### src/rtl/data_check_fifo.sv
// rtl/data_check_fifo.sv - FIFO read-side pattern checker with ap_ctrl handshake
//
// Drains a synchronous FIFO and checks each word against the generator pattern:
// `times` passes of 0,1,...,size-1, each value truncated to WIDTH bits.
//
// Ports:
//   ap_clk, ap_rst             clock (rising edge), asynchronous active-high reset
//   size, times                job shape, sampled when a start is accepted
//   fifo_rd_en                 combinational FIFO read strobe
//   fifo_rd_data, fifo_empty   FIFO read data (valid the cycle after rd_en), empty flag
//   ap_start/ap_done/ap_idle/ap_ready   block-level control handshake
//   word_count, err_count      words checked / mismatches since last start
//   err_flag                   sticky mismatch indicator
//   first_err_index/data       position and data of the first mismatching word

module data_check_fifo #(
    parameter int WIDTH = 32
) (
    input  logic             ap_clk,
    input  logic             ap_rst,
    input  logic [31:0]      size,
    input  logic [31:0]      times,
    output logic             fifo_rd_en,
    input  logic [WIDTH-1:0] fifo_rd_data,
    input  logic             fifo_empty,
    input  logic             ap_start,
    output logic             ap_done,
    output logic             ap_idle,
    output logic             ap_ready,
    output logic [31:0]      word_count,
    output logic [31:0]      err_count,
    output logic             err_flag,
    output logic [31:0]      first_err_index,
    output logic [WIDTH-1:0] first_err_data
);

    typedef enum logic [1:0] {
        S_IDLE = 2'd0,
        S_READ = 2'd1,
        S_DONE = 2'd2
    } state_t;

    state_t           state_q, state_d;
    logic [31:0]      size_q, size_d;
    logic [31:0]      times_q, times_d;
    logic [31:0]      iss_idx_q, iss_idx_d;
    logic [31:0]      iss_pass_q, iss_pass_d;
    logic             iss_all_q, iss_all_d;
    logic             zero_job_q, zero_job_d;
    logic             rd_valid_q, rd_valid_d;
    logic [31:0]      exp_q, exp_d;
    logic [31:0]      chk_pass_q, chk_pass_d;
    logic [31:0]      word_count_q, word_count_d;
    logic [31:0]      err_count_q, err_count_d;
    logic             err_flag_q, err_flag_d;
    logic [31:0]      first_err_index_q, first_err_index_d;
    logic [WIDTH-1:0] first_err_data_q, first_err_data_d;

    logic [WIDTH-1:0] exp_word;
    logic             mismatch;
    logic             last_word;
    logic             exp_wrap;

    always_comb begin
        state_d           = state_q;
        size_d            = size_q;
        times_d           = times_q;
        iss_idx_d         = iss_idx_q;
        iss_pass_d        = iss_pass_q;
        iss_all_d         = iss_all_q;
        zero_job_d        = zero_job_q;
        exp_d             = exp_q;
        chk_pass_d        = chk_pass_q;
        word_count_d      = word_count_q;
        err_count_d       = err_count_q;
        err_flag_d        = err_flag_q;
        first_err_index_d = first_err_index_q;
        first_err_data_d  = first_err_data_q;
        ap_idle           = (state_q == S_IDLE);
        ap_ready          = 1'b0;
        ap_done           = 1'b0;
        fifo_rd_en        = 1'b0;

        exp_word  = WIDTH'(exp_q);
        exp_wrap  = (exp_q == size_q - 32'd1);
        mismatch  = rd_valid_q && (fifo_rd_data != exp_word);
        last_word = rd_valid_q && exp_wrap && (chk_pass_q == times_q - 32'd1);

        case (state_q)
            S_IDLE: begin
                if (ap_start) begin
                    ap_ready          = 1'b1;
                    size_d            = size;
                    times_d           = times;
                    iss_idx_d         = 32'd0;
                    iss_pass_d        = 32'd0;
                    exp_d             = 32'd0;
                    chk_pass_d        = 32'd0;
                    word_count_d      = 32'd0;
                    err_count_d       = 32'd0;
                    err_flag_d        = 1'b0;
                    first_err_index_d = 32'd0;
                    first_err_data_d  = '0;
                    zero_job_d        = (size == 32'd0) || (times == 32'd0);
                    // An empty job has nothing to issue; it spends one cycle in
                    // READ so done latency stays T+N+2 with N=0.
                    iss_all_d         = (size == 32'd0) || (times == 32'd0);
                    state_d           = S_READ;
                end
            end

            S_READ: begin
                fifo_rd_en = !fifo_empty && !iss_all_q;

                // Issue side: per-pass index plus pass counter avoid a 64-bit
                // size*times product.
                if (fifo_rd_en) begin
                    if (iss_idx_q == size_q - 32'd1) begin
                        iss_idx_d = 32'd0;
                        if (iss_pass_q == times_q - 32'd1) begin
                            iss_all_d = 1'b1;
                        end else begin
                            iss_pass_d = iss_pass_q + 32'd1;
                        end
                    end else begin
                        iss_idx_d = iss_idx_q + 32'd1;
                    end
                end

                // Check side: runs on data returned one cycle after each read.
                if (rd_valid_q) begin
                    word_count_d = word_count_q + 32'd1;
                    if (exp_wrap) begin
                        exp_d      = 32'd0;
                        chk_pass_d = chk_pass_q + 32'd1;
                    end else begin
                        exp_d = exp_q + 32'd1;
                    end
                    if (mismatch) begin
                        if (err_count_q != 32'hFFFF_FFFF) begin
                            err_count_d = err_count_q + 32'd1;
                        end
                        err_flag_d = 1'b1;
                        if (!err_flag_q) begin
                            first_err_index_d = word_count_q;
                            first_err_data_d  = fifo_rd_data;
                        end
                    end
                end

                if (last_word || zero_job_q) begin
                    state_d = S_DONE;
                end
            end

            S_DONE: begin
                ap_done = 1'b1;
                state_d = S_IDLE;
            end

            default: begin
                state_d = S_IDLE;
            end
        endcase

        rd_valid_d = fifo_rd_en;
    end

    always_ff @(posedge ap_clk or posedge ap_rst) begin
        if (ap_rst) begin
            state_q           <= S_IDLE;
            size_q            <= 32'd0;
            times_q           <= 32'd0;
            iss_idx_q         <= 32'd0;
            iss_pass_q        <= 32'd0;
            iss_all_q         <= 1'b0;
            zero_job_q        <= 1'b0;
            rd_valid_q        <= 1'b0;
            exp_q             <= 32'd0;
            chk_pass_q        <= 32'd0;
            word_count_q      <= 32'd0;
            err_count_q       <= 32'd0;
            err_flag_q        <= 1'b0;
            first_err_index_q <= 32'd0;
            first_err_data_q  <= '0;
        end else begin
            state_q           <= state_d;
            size_q            <= size_d;
            times_q           <= times_d;
            iss_idx_q         <= iss_idx_d;
            iss_pass_q        <= iss_pass_d;
            iss_all_q         <= iss_all_d;
            zero_job_q        <= zero_job_d;
            rd_valid_q        <= rd_valid_d;
            exp_q             <= exp_d;
            chk_pass_q        <= chk_pass_d;
            word_count_q      <= word_count_d;
            err_count_q       <= err_count_d;
            err_flag_q        <= err_flag_d;
            first_err_index_q <= first_err_index_d;
            first_err_data_q  <= first_err_data_d;
        end
    end

    assign word_count      = word_count_q;
    assign err_count       = err_count_q;
    assign err_flag        = err_flag_q;
    assign first_err_index = first_err_index_q;
    assign first_err_data  = first_err_data_q;

endmodule

### config.mk
export PLATFORM = sky130hd
export DESIGN_NAME = data_check_fifo
export DESIGN_NICKNAME = d
export VERILOG_FILES = /design/src/rtl/data_check_fifo.sv
export SDC_FILE = /design/constraint.sdc
export NUM_CORES = 1
export LEC_CHECK = 0
export CAP_MARGIN = 25
export CORE_ASPECT_RATIO = 1.1
export CORE_UTILIZATION = 55
export DETAILED_ROUTE_END_ITERATION = 6
export GPL_TIMING_DRIVEN = 0
export PLACE_DENSITY = 0.79
export SLEW_MARGIN = 40
export SYNTH_ARGS = -nofsm -noshare
export SYNTH_HDL_FRONTEND = slang
export SYNTH_SLANG_ARGS = --single-unit
### constraint.sdc
create_clock -name ap_clk -period 21.5 [get_ports ap_clk]
set_clock_uncertainty 0.1 [all_clocks]
set_input_delay 5.375 -clock ap_clk [delete_from_list [all_inputs] [get_ports ap_clk]]
set_output_delay 5.375 -clock ap_clk [all_outputs]
set_load 0.01 [all_outputs]
==> flow_metrics.tcl <==
set metrics [dict create \
    syn2layout_area_growth_pct 21.94 \
    ys_seq_elements 326 \
    drt_iter0_drc 1640 \
    power.leakage_nw 10.04 \
    dpl.hpwl_um 44460 \
    synthTopCellsByCount "450 x nand2_1, 326 x dfrtp_1, 178 x o21ai_0, 176 x xnor2_1, 168 x nor2_1" \
    ir_worst_vdd_uv 74.41 \
    synth_largest_area_cell "dfrtp_1" \
    cts_hold_buf 0 \
    finalMaxSlewViolations 0 \
    critPathArrivalTime_ns 8.02 \
    required_ns 16.02 \
    drive_above_1_share_pct 4.297 \
    netlist_area_sq_um 19090 \
    clock_latency_ns 0.54 \
    die-height_um 197.4 \
    drt-vias-per-instance 6.007 \
    fmax_mhz 74.12 \
    synthArstFlopShare_pct 100.0 \
    port_buffers 232 \
    synthDistinctLibCells 70 \
    synth_area_per_cell_sq_um 8.441 \
    grt_first_pass_wirelength_um 93240 \
    globalRouteTotalUtil_pct 33.14 \
    min_path_type "reg -> reg" \
    synth_top_area_share_pct 42.73 \
    cts_root_buffer "clkbuf_16" \
    finalCriticalPeriod_ns 13.49 \
    grt_pass1_vias 16920 \
    post_cts_resized 0 \
    drt.antenna.violating_nets 0 \
    fin_crit_sh_pct 62.75 \
    setup_viol 0 \
    cts_tree "done" \
    core_sq_um 34200 \
    violations "DRC" \
    grt_max_degree 79 \
    antenna_found_initial 0 \
    seq_area_frac_synth_pct 42.73 \
    drt_wl_total_um 58710 \
    cp_max_fo 10 \
    rsz0062_at_grt "no" \
    outcome "complete, but fails checks" \
    whs_ns 0.3766 \
    routedWlPerCell_um 19.58 \
    nets 2643 \
    synth_warnings 0 \
    gp_congestion 0.9589 \
    rows 71 \
    route.detailed.drc 33 \
    syn_inst 2262 \
    antennaDiodeCount 0 \
    via_count 18010 \
    cap_violations 0 \
    placed_area_sq_um 22110 \
    dieArea_sq_um 35470 \
    synth_edf_count 0 \
    synthTopCellsByArea "dfrtp_1 43%, nand2_1 8.8%, xnor2_1 8.1%, xor2_1 5.8%, o21ai_0 4.7%" \
    ioPinCount 233 \
    final_cell_area_sq_um 23280 \
    powerDensity_nw_per_um2 62.96 \
    synth_ff_type "dfrtp_1" \
    syn_nets 2370 \
    cts_buffer_depth 3 \
    cts_made_buffers 35 \
    worst-setup-path-type "in -> out" \
    die_x_um 179.7 \
    grt-ovfl-total 0 \
    post-synth-top-count-cell "nand2_1" \
    start_util_pct 55.83 \
    cp-end-kind "output port" \
    max_slew_margin_pct 43.81 \
    worstMarginPinSlew_ns 0.8351 \
    fill_cells 2760 \
    clock-sinks 326 \
    first_pass_iters 7 \
    cts_htree_levels 2 \
    hold_violations 0 \
    cts_setup_buffers 0 \
    reg2reg_slack_ns 16.11 \
    tns_ns 0 \
    clk_pin_slew_worst_paths_ns 0.06 \
    cp-start-kind "primary input" \
]
-- final timing paths --
check                           cells past startpoint                       startpoint                               to
worst min register to register                      2  first_err_index[16]$_DFFE_PP0P_  first_err_index[16]$_DFFE_PP0P_
worst min-delay path                                2  first_err_index[16]$_DFFE_PP0P_  first_err_index[16]$_DFFE_PP0P_
worst max-delay path                                6                         ap_start                         ap_ready
min in group asynchronous                           2                           ap_rst    first_err_data[6]$_DFFE_PP0P_
max in group asynchronous                           5                           ap_rst          times_q[18]$_DFFE_PP0P_
worst max register to register                     14           times_q[3]$_DFFE_PP0P_        iss_pass_q[2]$_DFFE_PP0P_
-- logic make-up after synthesis --
| logic type | synth area share, % |
|---|---|
| and+or+nand+nor | 27.76 |
| xor gates and xnor gates | 14.50 |
| DFF | 42.73 |
| muxes | 0.5046 |
| buffers and inverters | 3.735 |
| adders and majority gates | 0.5243 |
| AOI/OAI and AO/OA | 10.26 |
-- power by group --
| part | leakage [nW] | internal [mW] | switching (mW) | total [mW] |
|---|---|---|---|---|
| Combinational | 5.27 | 0.0827 | 0.0857 | 0.168 |
| Clock | 0.576 | 0.365 | 0.257 | 0.622 |
| Sequential | 4.19 | 0.638 | 0.0377 | 0.675 |
-- metrics by stage --
| stage | worst slack [ns] | util (%) | power, mW | std cells |
|---|---|---|---|---|
| 6_report | 8.008 | 68.07 | 1.466 | 2998 |
| 3_5_place_dp | 8.074 | 64.65 | 0.8510 | 2936 |
| 4_1_cts | 8.034 | 68.06 | 1.468 | 2998 |
| 5_1_grt | 7.919 | 68.07 | 1.511 | 2998 |
| 2_1_floorplan | 6.999 | - | 0.7639 | 2262 |
| 3_3_place_gp | 3.162 | 64.22 | 0.8426 | 2932 |
-- routing by layer --
layer | vias to the layer above | GRT usage, % | routed length [um]
met5 | - | 0 | 0
met4 | 0 | 9.802 | 1539
met3 | 104 | 4.204 | 4467
met2 | 785 | 54.38 | 27470
met1 | 8764 | 46.17 | 25230
li1 | 8355 | - | -
-- cell usage in the layout (no fill, tap or decap), types with 7 or more instances in the layout --
cell type	count
nand2_1	450
nand2b_1	13
nor3b_1	9
nand4_1	61
and2_1	17
or2_2	11
and3_1	45
ha_1	8
a21oi_1	58
dfrtp_1	326
o31ai_1	23
nor4_1	56
clkbuf_1	130
nor4_2	7
inv_1	44
nor2_1	168
xor2_1	127
nor2b_1	10
o21ai_0	178
nor3_1	61
nand3_1	79
and4_1	8
clkinv_2	7
clkdlybuf4s50_1	232
xnor2_1	176
clkbuf_16	36
or3_1	69
or4_1	18
-- worst max-delay path, stage by stage --
cell and delay, ns:
clkdlybuf4s50_1 0.53, nand2_1 0.21, inv_1 0.28, clkbuf_1 0.54, clkbuf_1 0.43, clkdlybuf4s50_1 0.63
-- sequential cells by signal (all words and copies together), names as in the netlist --
register and count:
chk_pass_q 32, err_count 32, err_flag 1, exp_q 32, first_err_data 32, first_err_index 32
iss_all_q 1, iss_idx_q 32, iss_pass_q 32, rd_valid_q 1, size_q 32, state_q 2
times_q 32, word_count 32, zero_job_q 1
-- layout make-up --
cell class	count	area [sq um]	share of cell area, %
Buffer	135	544.3	2.338
Tap cell	438	548.0	2.354
Clock buffer	49	1010	4.337
Inverter	45	176.4	0.7577
Clock inverter	13	157.7	0.6771
Timing Repair Buffer	236	2432	10.45
Sequential cell	326	8158	35.04
Multi-Input combinational cell	1756	10260	44.05
Note: power is estimated with default switching activity, not from simulation.
